$ cat config.mk
export PLATFORM = sky130hd
export DESIGN_NAME = single_ch_stream_tx
export DESIGN_NICKNAME = d
export VERILOG_FILES = /design/src/rtl/single_ch_stream_tx.sv
export SDC_FILE = /design/constraint.sdc
export NUM_CORES = 1
export LEC_CHECK = 0
export BUFFER_PORTS_ARGS = -buffer_cell sky130_fd_sc_hd__buf_2
export CAP_MARGIN = 20
export CORE_ASPECT_RATIO = 1.4
export CORE_MARGIN = 2
export CORE_UTILIZATION = 52
export CTS_CLUSTER_SIZE = 25
export DETAILED_ROUTE_END_ITERATION = 10
export PLACE_DENSITY = 0.81
export SLEW_MARGIN = 0
export SYNTH_ARGS = -nofsm -noshare
export SYNTH_HDL_FRONTEND = slang
export SYNTH_SLANG_ARGS = --single-unit
$ cat constraint.sdc
create_clock -name CLK -period 2.2 [get_ports CLK]
set_clock_uncertainty 0.05 [all_clocks]
set_input_delay 0.22 -clock CLK [delete_from_list [all_inputs] [get_ports CLK]]
set_output_delay 0.22 -clock CLK [all_outputs]
set_load 0.05 [all_outputs]
$ cat src/rtl/single_ch_stream_tx.sv
// Transmit end of the single-channel windowed stream: buffers bursty source words in a
// small circular FIFO and replays them as one contiguous sel window followed by a frst pulse.
module single_ch_stream_tx #(
    parameter int             DW      = 27,
    parameter int             LEN_LOG = 2,
    parameter int             CW      = 13,
    parameter logic [CW-1:0]  WIN_LEN = 13'd4300
) (
    input  logic          CLK,
    input  logic          RST_X,
    input  logic          start,
    input  logic          abort,
    input  logic          s_valid,
    input  logic [DW-1:0] s_data,
    output logic          s_ready,
    output logic          sel,
    output logic [DW-1:0] dout,
    output logic          frst,
    output logic          busy,
    output logic          underrun
);

    localparam int               DEPTH       = 1 << LEN_LOG;
    localparam int               PRIME_THR_I = (DEPTH < int'(WIN_LEN)) ? DEPTH : int'(WIN_LEN);
    localparam logic [LEN_LOG:0] PRIME_THR   = PRIME_THR_I[LEN_LOG:0];
    localparam logic [LEN_LOG:0] DEPTH_C     = DEPTH[LEN_LOG:0];
    localparam logic [CW-1:0]    LAST_IDX    = WIN_LEN - CW'(1);

    typedef enum logic [1:0] {IDLE, PRIME, SEND, END} state_t;

    state_t               state;
    state_t               next_state;
    logic [LEN_LOG:0]     count;
    logic [LEN_LOG-1:0]   wr_ptr;
    logic [LEN_LOG-1:0]   rd_ptr;
    logic [DW-1:0]        mem [DEPTH];
    logic [CW-1:0]        win_cnt;
    logic                 have_data;
    logic                 push;
    logic                 pop;

    logic                 sel_d;
    logic                 frst_d;
    logic [DW-1:0]        dout_d;
    logic                 underrun_d;
    logic [CW-1:0]        win_cnt_d;

    // Ready depends only on registered state/count; a full FIFO stays unready even while popping.
    assign have_data = (count != '0);
    assign s_ready   = (count < DEPTH_C) && (state != IDLE);
    assign busy      = (state != IDLE);
    assign push      = s_valid && s_ready && !abort;
    assign pop       = (state == SEND) && have_data && !abort;

    always_ff @(posedge CLK or negedge RST_X) begin
        if (!RST_X) begin
            state <= IDLE;
        end else begin
            state <= next_state;
        end
    end

    always_comb begin
        next_state = state;
        if (abort) begin
            next_state = IDLE;
        end else begin
            case (state)
                IDLE:    if (start) next_state = PRIME;
                PRIME:   if (count >= PRIME_THR) next_state = SEND;
                SEND:    if (win_cnt == LAST_IDX) next_state = END;
                END:     next_state = IDLE;
                default: next_state = IDLE;
            endcase
        end
    end

    // An empty slot inside the window still advances the counter so the window length is fixed.
    always_comb begin
        sel_d      = (state == SEND) && !abort;
        frst_d     = abort || (state == END);
        dout_d     = pop ? mem[rd_ptr] : '0;
        underrun_d = underrun;
        win_cnt_d  = win_cnt;
        if (abort) begin
            win_cnt_d = '0;
        end else begin
            case (state)
                IDLE: begin
                    if (start) begin
                        underrun_d = 1'b0;
                        win_cnt_d  = '0;
                    end
                end
                SEND: begin
                    win_cnt_d = win_cnt + CW'(1);
                    if (!have_data) underrun_d = 1'b1;
                end
                default: ;
            endcase
        end
    end

    always_ff @(posedge CLK or negedge RST_X) begin
        if (!RST_X) begin
            sel      <= 1'b0;
            dout     <= '0;
            frst     <= 1'b0;
            underrun <= 1'b0;
            win_cnt  <= '0;
            count    <= '0;
            wr_ptr   <= '0;
            rd_ptr   <= '0;
        end else begin
            sel      <= sel_d;
            dout     <= dout_d;
            frst     <= frst_d;
            underrun <= underrun_d;
            win_cnt  <= win_cnt_d;
            if (abort) begin
                count  <= '0;
                wr_ptr <= '0;
                rd_ptr <= '0;
            end else begin
                if (push) wr_ptr <= wr_ptr + LEN_LOG'(1);
                if (pop)  rd_ptr <= rd_ptr + LEN_LOG'(1);
                case ({push, pop})
                    2'b10:   count <= count + (LEN_LOG+1)'(1);
                    2'b01:   count <= count - (LEN_LOG+1)'(1);
                    default: count <= count;
                endcase
            end
        end
    end

    always_ff @(posedge CLK) begin
        if (push) mem[wr_ptr] <= s_data;
    end

endmodule

---- Word-level counts from Yosys, hierarchy flattened ----
Memories as Yosys holds them, arrays and structs flattened.
Index checks and enable logic that the tools add are counted.
storage, ports and cells
  register bits ........................... 52
  latch bits .............................. 0
  bits in writable memories ............... 108
  ROM bits ................................ 0
  input bits .............................. 32
  output and inout port bits .............. 32
  memories kept ........................... 1
memory list
  memory  depth  width  read ports  clocked after Yosys merged registers in  write ports  line  text
  mem     4      27     1           0                                        1            36    logic [DW-1:0] mem [DEPTH];
operators by class
  add/subtract/negate cells ............... 5
  $mul .................................... 0
  divide/modulo/power cells ............... 0
  $lt $le $gt $ge ......................... 2
  equality and inequality tests ........... 11
  shifts and indexed selects .............. 0
  muxes and demuxes ....................... 20
  bitwise operators ....................... 1
  reduce and logical (&&, ||, !) cells .... 19
operator list
  cell                                                                 count
  27-bit 2-to-1 mux                                                    1
  13-bit 2-to-1 mux                                                    2
  13-bit one-hot mux with 2 select lines                               1
  2-bit 2-to-1 mux                                                     8
  13-bit by 1-bit adder with 13-bit output (second input constant)     1
  13-bit == test (second input constant)                               1
  3-bit inequality test (second input constant)                        3
  3-bit nonzero test                                                   3
  2-bit one-hot mux with 4 select lines                                1
  2-bit nonzero test                                                   4
  2-bit == test (second input constant)                                3
  1-bit logical AND                                                    6
  3-bit one-hot mux with 2 select lines                                1
  2-bit by 1-bit adder with 2-bit output (second input constant)       2
  2-bit by 1-bit == test with 1-bit output (second input constant)     2
  1-bit 2-to-1 mux                                                     4
  2-bit inequality test (second input constant)                        2
  4-bit AND reduction                                                  1
  3-bit by 1-bit adder with 3-bit output (second input constant)       1
  3-bit greater-or-equal comparator (second input constant)            1
  3-bit less-than comparator (second input constant)                   1
  3-bit 2-to-1 mux                                                     1
  3-bit AND reduction                                                  1
  3-bit by 1-bit subtractor with 3-bit output (second input constant)  1
  6 further kinds                                                      6

---- Depth between registers and ports, before layout ----
  word-level depth ........................ 7
  gate-level depth with buffers ........... 11
  mapped depth without buffers ............ 9

---- Least setup slack after synthesis ----
Ideal clock, no wire load.
  path type ............................... register to register
  start ................................... reg state[0]
  end ..................................... reg count[2]
  library setup time ...................... 0.072 ns
  data arrival time ....................... 2.254 ns
  path slack .............................. -0.176 ns
  cell stages (with the launch flop) ...... 12
  path buffers ............................ 2
  cells stage by stage .................... dfrtp_1 -> inv_1 -> ha_1 -> o31ai_4 -> nand2b_1 -> buf_2 -> buf_2 -> nor2_1 -> fa_1 -> nor4_1 -> a221oi_1 -> nor2_1
on the way
  longest elaborated chain between the ends .. 7
ends and longest elaborated chain
  what                                                                       line  text
  start, declared                                                            31    state_t state;
  start signal, assigned                                                     59    state <= next_state;
  2-bit nonzero test                                                         50    assign s_ready = (count < DEPTH_C) && (state != IDLE);
  1-bit logical AND                                                          50
  1-bit logical AND (2 in a row)                                             52    assign push = s_valid && s_ready && !abort;
  2-bit by 1-bit == test with 1-bit output or 2-bit == test (tied branches)  127   case ({push, pop})
  3-bit one-hot mux with 2 select lines                                      127
  3-bit 2-to-1 mux                                                           120   if (abort) begin
  end signal, assigned                                                       128   2'b10: count <= count + (LEN_LOG+1)'(1);
  end signal, assigned                                                       129   2'b01: count <= count - (LEN_LOG+1)'(1);
  end signal, assigned                                                       130   default: count <= count;
  end, declared                                                              33    logic [LEN_LOG:0] count;
Several ways; a longest one is shown, not always the timed one.
A chain may end at the register's enable or synchronous reset.

---- Final worst setup path ----
  start ................................... reg state[1]
  end ..................................... reg count[2]
Same word-level chain as after synthesis.

==> summary.md <==
| Metric | Value |
|---|---|
| Yosys cell types | 41 |
| Worst setup EP type | flip-flop |
| Worst R2R Path Depth | 8 |
| Area Growth Syn to Fin | 24.0% |
| Startpoint types | flip-flop |
| CP max FO | 6 |
| Clock-pin slew on the worst setup and hold paths | 0.06 ns |
| Buffers on Ports | 63 |
| Top FF cell, synth | edfxtp_1 |
| Status | finished, final reports clean |
| Seq cells post-synth | 160 |
| FFs w/ async S/R, synth | 0.325 |
| Clock Latency Late Sink | 0.41 ns |
| TritonRoute pass-1 iters | 4 |
| Via count | 3467 |
| LEAKAGE | 2.98 nW |
| Initial antenna violation count | 0 |
| CTS Buf Count | 17 |
| Max-cap violations | 0 |
| Drt drc | 0 |
| Chip Width | 96.6 um |
| Die ar. | 0.0129 mm2 |
| Final setup viols | 0 |
| Synth cell count leaders | edfxtp_1, dfrtp_1, nor2b_1 |
| Total global-route track usage | 0.197 |
| Flop-to-flop setup slack | 0.15 ns |
| Final-stage net count | 511 |
| Most frequent cell after synthesis | edfxtp_1 |
| Core area | 0.0118 mm2 |
| PwrDens | 998 mW/mm2 |
| Fin. Hold Viols | 0 |
| RR Endpoint | count[2]$_DFFE_PN0P_ |
| Seq/Total Area, Yosys | 0.728 |
| Synth area leader | edfxtp_1 |
| Slew @ Worst Pin | 0.585 ns |
| # clock sinks | 160 |
| CP Data Required Time | 2.49 ns |
| Total wire length | 11.9 mm |
| HPWL after DPL | 7.17 mm |
| Clk buf depth | 2 |
| Syn Nets | 397 |
| Mean Syn Cell Area | 17.6 um2 |
| GP Congestion | 0.787 |
| Final Cycle Share | 0.931 |
| CP startpoint | state[1]$_DFFE_PN0P_ |
| Antenna cells | 0 |
| RSZ-0062 raised after global routing | false |
| Clock Root Buffer | clkbuf_16 |
| Slew HR | 0.610 |
| Crit path capture | count[2]$_DFFE_PN0P_ |
| Site Rows | 47 |
| CTS HTree Levels | 4 |
| Largest net degree at the start of global routing | 29 |
| Drt wl/cell | 19.0 um |
| Layout Cells excl Fill | 629 |
| Dpl cells | 569 |
| Max Slew Vio Count | 0 |
| First-pass GRT wire length | 19.4 mm |
| Setup bufs post-CTS | 0 |
| Critical Path AT | 2.34 ns |
| Hold Crit Class | input port to flip-flop |
| Largest cells by area after synthesis | edfxtp_1, dfrtp_1, mux4_2, nor2b_1, ha_1 |
| Maximum VDD drop | 0.000586 V |
| Mapped Area | 0.00624 mm2 |
| Starting DRT DRC Count | 201 |
| F_max | 0.488 GHz |
| Routed Antenna Nets | 0 |
| Grt total ovfl | 0 |
| Yosys warns | 0 |
| Post-synth EDFFs | 108 |
| Syn Inst Count | 355 |
| Fraction of layout cells with a size suffix above 1 | 0.313 |
| R2R Path Start | state[1]$_DFFE_PN0P_ |
| Vias in the first global route | 3777 |
| Final worst path period need | 2.05 ns |
| Synth top area share | 0.519 |
| Vias per inst | 5.51 |
| CTS tree | done |
| I/O pins | 64 |
| Power, Total | 7.73 mW |
| Initial Utilization | 0.531 |
| Kind of critical path | flip-flop to flip-flop |
| Chip Height | 134 um |
-- critical path: stages (launching register included) --
cell	delay (ns)
dfrtp_1	0.42
inv_1	0.09
ha_1	0.28
nor3b_4	0.22
nor2_1	0.08
fa_1	0.38
nor4_1	0.28
a221oi_1	0.08
nor2_1	0.10
-- power by group --
group,leakage [nW],switching [mW],internal (mW)
clock network,0.298,1.19,1.81
logic,0.986,0.752,0.482
registers,1.69,0.0959,3.40
total,2.98,2.04,5.69
-- sequential cells by signal (all words and copies together) (netlist names) --
name and flops:
mem 108, dout 27, win_cnt 13, count 3, rd_ptr 2, state 2, wr_ptr 2, frst 1
sel 1, underrun 1
-- worst min path at each step --
stage / cells past startpoint / start / slack [ns] / to
2_1_floorplan: 0 / RST_X / -0.13 / count[0]$_DFFE_PN0P_
3_3_place_gp: 1 / RST_X / 0.19 / sel$_DFF_PN0_
3_5_place_dp: 1 / RST_X / 0.20 / win_cnt[10]$_DFFE_PN0P_
4_1_cts: 3 / abort / 0.14 / win_cnt[1]$_DFFE_PN0P_
5_1_grt: 3 / abort / 0.17 / win_cnt[1]$_DFFE_PN0P_
6_report: 3 / abort / 0.18 / rd_ptr[1]$_DFFE_PN0P_
-- cell usage in the layout, fill, tap and decap left out, types with 5 or more instances in the layout --
cell type / n
inv_6: 7
nor2b_1: 29
buf_4: 14
nor2_1: 17
clkbuf_16: 17
o21ai_0: 5
inv_1: 10
buf_2: 63
o31ai_1: 7
dfrtp_1: 51
mux4_2: 27
or4_1: 7
nand2_1: 10
nand3_1: 7
a21oi_1: 10
edfxtp_1: 108
ha_1: 8
dlygate4sd3_1: 28
-- per-stage QoR --
stage | instance area (um2) | utilization | setup TNS [ns] | setup WS, ns | hold slack (ns)
2_1_floorplan | 6260 | - | -0.0412 | -0.0412 | -0.126
3_3_place_gp | 6850 | 0.583 | 0 | 0.187 | 0.189
3_5_place_dp | 6850 | 0.583 | 0 | 0.0203 | 0.202
4_1_cts | 7740 | 0.658 | 0 | 0.000316 | 0.144
5_1_grt | 7740 | 0.658 | 0 | 0.0133 | 0.167
6_report | 7740 | 0.658 | 0 | 0.151 | 0.178
-- per-layer routing --
| metal | global-route usage | share of wire |
|---|---|---|
| met2 | 0.341 | 0.55 |
| met3 | 0.0504 | 0.042 |
| met1 | 0.233 | 0.39 |
| met4 | 0.0884 | 0.019 |
| met5 | 0 | 0 |
-- repair_timing --
item,in CTS,in global routing
endpoints found under the hold margin,131,0
resized for setup,0,1
hold buffers,28,0
setup endpoints to repair,0,10
-- cell type report --
type	count	area (um2)
inverters	11	41.3
clock inverters	14	175
repair buffers	108	761
well taps	147	184
flip-flops and latches	160	4550
fillers	791	4020
clock buffers	18	429
multi-input cells	171	1610
-- logic make-up (layout without fill, tap and decap cells) --
logic type                 count (synthesis)  in the layout  synth area share
xor gates and xnor gates                   4              4           0.00561
muxes                                     31             31             0.104
DFF                                      160            160             0.728
buffers and inverters                     24            151            0.0188
AOI/OAI and AO/OA                         32             32            0.0357
adders and majority gates                 10             10            0.0212
and+or+nand+nor                           94             94            0.0870
Power figures use the tool's default switching activity.
